===== src/rtl/magia_tile_eoc_ctrl.sv =====
// Multi-tile end-of-computation controller: staggered per-tile boot, per-tile
// memory-mapped EXIT / cycle-counter window, done aggregation and run timeout.

module magia_tile_eoc_chan #(
   parameter int unsigned       ADDR_W   = 32,
   parameter int unsigned       DATA_W   = 32,
   parameter logic [ADDR_W-1:0] EOC_BASE = 32'hCC00_0000
) (
   input  logic              clk_i,
   input  logic              rst_ni,
   input  logic              clr_i,
   input  logic              req_valid_i,
   input  logic              req_we_i,
   input  logic [ADDR_W-1:0] req_addr_i,
   input  logic [DATA_W-1:0] req_wdata_i,
   input  logic              fetch_en_i,
   input  logic [63:0]       cyc_i,
   output logic              rsp_valid_o,
   output logic              rsp_err_o,
   output logic [DATA_W-1:0] rsp_rdata_o,
   output logic              exit_wr_o,
   output logic              done_o,
   output logic [DATA_W-1:0] code_o
);
   logic              hit;
   logic [3:0]        off;
   logic              ok;
   logic [DATA_W-1:0] rdata;

   assign hit = (req_addr_i[ADDR_W-1:4] == EOC_BASE[ADDR_W-1:4]);
   assign off = req_addr_i[3:0];

   always_comb begin
      ok    = 1'b0;
      rdata = '0;
      if (hit) begin
         if (req_we_i) begin
            ok = (off == 4'h0) && fetch_en_i;
         end else begin
            case (off)
               4'h0:    begin ok = 1'b1; rdata = code_o;       end
               4'h4:    begin ok = 1'b1; rdata = cyc_i[31:0];  end
               4'h8:    begin ok = 1'b1; rdata = cyc_i[63:32]; end
               default: ok = 1'b0;
            endcase
         end
      end
   end

   // only the first EXIT write of a run is recorded; later ones are acked and dropped
   assign exit_wr_o = req_valid_i && req_we_i && ok && !done_o;

   always_ff @(posedge clk_i) begin
      if (!rst_ni) begin
         rsp_valid_o <= 1'b0;
         rsp_err_o   <= 1'b0;
         rsp_rdata_o <= '0;
         done_o      <= 1'b0;
         code_o      <= '0;
      end else begin
         rsp_valid_o <= req_valid_i;
         rsp_err_o   <= req_valid_i && !ok;
         rsp_rdata_o <= req_valid_i ? rdata : '0;
         if (clr_i) begin
            done_o <= 1'b0;
            code_o <= '0;
         end else if (exit_wr_o) begin
            done_o <= 1'b1;
            code_o <= req_wdata_i;
         end
      end
   end
endmodule

module magia_tile_eoc_ctrl #(
   parameter int unsigned       N_TILES        = 4,
   parameter int unsigned       ADDR_W         = 32,
   parameter int unsigned       DATA_W         = 32,
   parameter logic [ADDR_W-1:0] EOC_BASE       = 32'hCC00_0000,
   parameter int unsigned       BOOT_STAGGER   = 0,
   parameter int unsigned       TIMEOUT_CYCLES = 1000000
) (
   input  logic                        clk_i,
   input  logic                        rst_ni,
   input  logic                        start_i,
   input  logic [N_TILES-1:0]          req_valid_i,
   input  logic [N_TILES-1:0]          req_we_i,
   input  logic [N_TILES*ADDR_W-1:0]   req_addr_i,
   input  logic [N_TILES*DATA_W-1:0]   req_wdata_i,
   output logic [N_TILES-1:0]          req_ready_o,
   output logic [N_TILES-1:0]          rsp_valid_o,
   output logic [N_TILES-1:0]          rsp_err_o,
   output logic [N_TILES*DATA_W-1:0]   rsp_rdata_o,
   output logic [N_TILES-1:0]          fetch_enable_o,
   output logic [N_TILES-1:0]          tile_done_o,
   output logic                        all_done_o,
   output logic                        timeout_o,
   output logic [31:0]                 exit_code_o,
   output logic                        busy_o
);
   typedef enum logic [2:0] {IDLE, BOOT, RUN, DONE, TIMEOUT} state_e;

   state_e                           state;
   logic [N_TILES-1:0]               fe;
   logic [N_TILES-1:0]               fe_at_start;
   logic [N_TILES-1:0]               boot_hit;
   logic [N_TILES-1:0]               exit_wr;
   logic [N_TILES-1:0]               not_done;
   logic [N_TILES-1:0][DATA_W-1:0]   codes;
   logic [31:0]                      boot_cnt;
   logic [31:0]                      run_cnt;
   logic [63:0]                      cyc;
   logic                             start_ok;

   assign start_ok = start_i && (state == IDLE || state == DONE || state == TIMEOUT);

   for (genvar g = 0; g < N_TILES; g++) begin : g_tile
      assign fe_at_start[g] = (BOOT_STAGGER == 0) || (g == 0);
      assign boot_hit[g]    = (boot_cnt == 32'(g * BOOT_STAGGER));

      magia_tile_eoc_chan #(
         .ADDR_W   (ADDR_W),
         .DATA_W   (DATA_W),
         .EOC_BASE (EOC_BASE)
      ) u_chan (
         .clk_i       (clk_i),
         .rst_ni      (rst_ni),
         .clr_i       (start_ok),
         .req_valid_i (req_valid_i[g]),
         .req_we_i    (req_we_i[g]),
         .req_addr_i  (req_addr_i[g*ADDR_W +: ADDR_W]),
         .req_wdata_i (req_wdata_i[g*DATA_W +: DATA_W]),
         .fetch_en_i  (fe[g]),
         .cyc_i       (cyc),
         .rsp_valid_o (rsp_valid_o[g]),
         .rsp_err_o   (rsp_err_o[g]),
         .rsp_rdata_o (rsp_rdata_o[g*DATA_W +: DATA_W]),
         .exit_wr_o   (exit_wr[g]),
         .done_o      (tile_done_o[g]),
         .code_o      (codes[g])
      );
   end

   always_ff @(posedge clk_i) begin
      if (!rst_ni) begin
         state      <= IDLE;
         fe         <= '0;
         boot_cnt   <= '0;
         run_cnt    <= '0;
         cyc        <= '0;
         all_done_o <= 1'b0;
      end else begin
         all_done_o <= &tile_done_o;
         case (state)
            IDLE, DONE, TIMEOUT: begin
               if (start_i) begin
                  state      <= BOOT;
                  fe         <= fe_at_start;
                  boot_cnt   <= 32'd1;
                  run_cnt    <= '0;
                  cyc        <= '0;
                  all_done_o <= 1'b0;
               end
            end
            BOOT: begin
               cyc      <= cyc + 64'd1;
               boot_cnt <= boot_cnt + 32'd1;
               fe       <= fe | boot_hit;
               if (&fe) state <= RUN;
            end
            RUN: begin
               cyc     <= cyc + 64'd1;
               run_cnt <= run_cnt + 32'd1;
               // an EXIT landing on the limit cycle completes the set, so DONE beats TIMEOUT
               if (&tile_done_o)
                  state <= DONE;
               else if (TIMEOUT_CYCLES != 0 && run_cnt == TIMEOUT_CYCLES &&
                        !(&(tile_done_o | exit_wr)))
                  state <= TIMEOUT;
            end
            default: state <= IDLE;
         endcase
      end
   end

   assign req_ready_o    = '1;
   assign fetch_enable_o = fe;
   assign busy_o         = (state == BOOT) || (state == RUN);
   assign timeout_o      = (state == TIMEOUT);
   assign not_done       = ~tile_done_o;

   always_comb begin
      exit_code_o = '0;
      if (state == DONE) begin
         for (int i = int'(N_TILES) - 1; i >= 0; i--)
            if (codes[i] != '0) exit_code_o = codes[i];
      end else if (state == TIMEOUT) begin
         exit_code_o = {16'hDEAD, 16'(not_done)};
      end
   end
endmodule


===== config.mk =====
export PLATFORM = sky130hd
export DESIGN_NAME = magia_tile_eoc_ctrl
export DESIGN_NICKNAME = d
export VERILOG_FILES = /design/src/rtl/magia_tile_eoc_ctrl.sv
export SDC_FILE = /design/constraint.sdc
export NUM_CORES = 1
export LEC_CHECK = 0
export BUFFER_PORTS_ARGS = -buffer_cell sky130_fd_sc_hd__buf_4
export CORE_MARGIN = 3
export CORE_UTILIZATION = 53
export DETAILED_ROUTE_END_ITERATION = 8
export PLACE_DENSITY = 0.87
export SETUP_SLACK_MARGIN = 0.3
export SLEW_MARGIN = 20
export SYNTH_ARGS = -nofsm -noshare
export SYNTH_HDL_FRONTEND = slang
export SYNTH_SLANG_ARGS = --single-unit
export TNS_END_PERCENT = 1

===== constraint.sdc =====
create_clock -name clk_i -period 7.26 [get_ports clk_i]
set_clock_uncertainty 0.2 [all_clocks]
set_input_delay 1.452 -clock clk_i [delete_from_list [all_inputs] [get_ports clk_i]]
set_output_delay 1.452 -clock clk_i [all_outputs]
set_load 0.005 [all_outputs]

==> out/metrics.cfg <==
[hold_path]
hold_path.startpoint=run_cnt[31]
hold_path.class=reg2reg
hold_end=run_cnt[31]
whs_path_depth=2

[die]
die_h_um=196.4
fp.dieArea_um2=38570
fp.dieW_um=196.4
core_area_um2=35660
ios=450
start_util_pct=53.88
fp-row-count=69

[synth]
synthAdderAreaFrac_pct=0.3256
yosys-top-cells-area=dfxtp_1, mux2i_1, nor2_1, a21oi_1, clkbuf_1
synth-xor-area-share_pct=1.140
synth-simple-area-share_pct=23.65
synth_flop_cell=dfxtp_1
synth_compound_gate_area_share_pct=13.20
synth_top_family_by_area=simple AND/OR/NAND/NOR gates
synth-edff-count=0
ys_ff_latch=404
syn_area_per_cell_um2=8.292
yosysTopAreaCellShare_pct=42.10
syn_inst=2317
synth_common_cells=nor2_1, dfxtp_1, mux2i_1, a21oi_1, clkbuf_1
synth_cell_type_count=60
yosys-mux-area-fraction_pct=14.38
netlist_area_um2=19210
synth.most_common_cell=nor2_1
synth_top_area_cell=dfxtp_1
yosysSeqAreaShare_pct=42.10
synth-warning-count=0
async_flop_share_pct=0

[detailed_routing]
drt-pass1-iter-count=6
wl_um=74060
antenna_left=0
routed-wl-met3_um=8514
drc=0
vias_per_cell=6.316
vias=19720
drt_iter0_drc=2642
wl_per_cell_um=23.72
top_layer_used=met4
met2_wirelength_um=32340
wl_met1_um=28290

[sta]
fin_setup_tns_ns=0
fin_crit_sh_pct=74.80
slew_headroom_pct=22.65
finalSetupViolations=0
maxSlewViolCount=0
fmax_mhz=184.2
hold_violations=0
tightest_slew_ns=1.160
min_period_ns=5.430
rsz0062_at_grt=false

[final_layout]
syn2layout_area_growth_pct=25.29
drive_above_1_share_pct=21.23
diodes=0
post-route-util_pct=67.51
design_area_um2=24070
nets=2900

[setup_path]
arrival_ns=3.78
r2r-end=cyc[54]
r2r_slack_ns=3.39
cp_max_fo=17
reg2reg_from=cyc[4]
slowest_stage=a211oi_4
critical_path.most_common_cell=buf_4
r2r_cells=6
setup.worst_path.class=reg2out
cpPeakStageDelay_ns=0.70
cp.required_ns=5.61
crit_path_start_kind=flip-flop
cp-end-kind=output pin
crit_path_cell_trace=nor4_1, nand4_1, a211oi_4, buf_4, a21o_1, a21oi_1, o21ai_0, buf_4

[clock_network]
cts_tree=yes
numCtsBuffers=43
clock-sinks=404
clk_path_buf_depth=3
clock_latency_ns=0.55
cts_setup_buffers=0
cts.clk_slew.worst_paths_ns=0.06
cts_max_level=2
cts_resized=0
clock-root-buffer=clkbuf_16
ctsHoldBuffers=0

[status]
status=finished clean

[placed_design]
gp_congestion=1.009
numPortBuffers=445
hpwl_um=52690
post_dp_cell_area_um2=22500

[power]
p_leak_uw=0.009501
powerDensity_nw_per_um2=212.8
ir_worst_vdd_mv=0.2176

[global_route]
grt_pass1_vias=19070
antenna_found_initial=0
grt_use_total_pct=36.57
grt_start_max_net_pins=88
overflow=0
grt_pass1_wl_um=111100

[run]
drv_cap=0

==> flip-flops by register name, summed over array words and instances, names as in the netlist <==
signal and count:
all_done_o 1, boot_cnt 32, cyc 64, fetch_enable_o 4, g_tile.u_chan.code_o 128, g_tile.u_chan.done_o 4, g_tile.u_chan.rsp_err_o 4, g_tile.u_chan.rsp_rdata_o 128
g_tile.u_chan.rsp_valid_o 4, run_cnt 32, state 3
==> layer usage <==
| layer | GRT usage [%] | vias to the layer above |
|---|---|---|
| li1 | - | 8741 |
| met1 | 47.93 | 9209 |
| met2 | 56.09 | 1408 |
| met3 | 7.624 | 361 |
| met4 | 21.55 | 0 |
| met5 | 0 | - |
==> cell families after synthesis <==
kind of cell	after synthesis
other cells	1
simple gates	948
fa+ha+maj	5
compound gates	420
xor+xnor	25
flops	404
buf+inv	238
mux	276
==> metrics by stage <==
step / total power (µW) / cells / hold WS (ns) / setup slack [ns]
after floorplan: 2505 / 2320 / 0.2518 / 3.559
after global placement: 2708 / 3044 / 0.2661 / 2.622
after detailed placement: 2716 / 3044 / 0.2787 / 2.623
after CTS: 5114 / 3122 / 0.2867 / 2.024
after global routing: 5244 / 3122 / 0.3170 / 1.783
final: 5123 / 3122 / 0.2952 / 1.830
==> worst max-delay path, delay by kind of cell, from the launching register on <==
kind / cells / cell delay (ns)
compound gates: 4 / 1.33
simple gates: 2 / 0.95
buf+inv: 2 / 0.58
flops: 1 / 0.34
==> worst max path at each step <==
stage / from / endpoint / slack, ns / cells past startpoint
2_1_floorplan: req_addr_i[67] / g_tile[2].u_chan.code_o[2] / 3.56 / 8
3_3_place_gp: g_tile[2].u_chan.code_o[1] / exit_code_o[3] / 2.62 / 8
3_5_place_dp: start_i / cyc[57] / 2.62 / 7
4_1_cts: g_tile[2].u_chan.code_o[1] / exit_code_o[2] / 2.02 / 8
5_1_grt: g_tile[2].u_chan.code_o[2] / exit_code_o[2] / 1.78 / 8
6_report: g_tile[2].u_chan.code_o[1] / exit_code_o[2] / 1.83 / 8
==> report_power, final <==
group	internal, µW	switching [µW]
Clock	1510	929
Sequential	2230	23.3
Combinational	170	257
==> area by class of cell <==
| type | count | area, µm² |
|---|---|---|
| timing repair buffer | 462 | 3468 |
| clock buffer | 57 | 1231 |
| inverter | 39 | 146.4 |
| fill | 2807 | 11580 |
| multi-input combinational | 1678 | 10220 |
| clock inverter | 21 | 342.8 |
| tap | 461 | 576.8 |
| sequential | 404 | 8088 |
==> placed cells by master (no fill, tap or decap), types with 6 or more instances in the layout <==
cell / netlist / routed
o31ai_1: 15 / 15
dfxtp_1: 404 / 404
clkbuf_1: 157 / 6
clkbuf_16: 0 / 45
nand4_1: 46 / 46
and3_1: 24 / 22
nand3_1: 61 / 58
a21o_1: 38 / 38
inv_1: 39 / 39
o211ai_1: 17 / 17
a31oi_1: 6 / 6
nor4b_1: 11 / 11
o21ai_0: 71 / 71
clkbuf_8: 0 / 6
o21a_1: 14 / 14
buf_4: 20 / 462
clkinv_2: 0 / 8
or4_1: 22 / 22
mux2i_1: 276 / 276
a21boi_0: 20 / 20
nand2_1: 93 / 92
nor2_1: 474 / 473
nor4_1: 77 / 77
a21oi_1: 189 / 189
and2_1: 34 / 34
a211oi_1: 22 / 21
nor3_1: 31 / 31
and4_1: 11 / 11
or3_1: 17 / 17
bufinv_16: 0 / 9
xnor2_1: 22 / 22
nand2b_1: 12 / 12
Power figures use the tool's default switching activity.
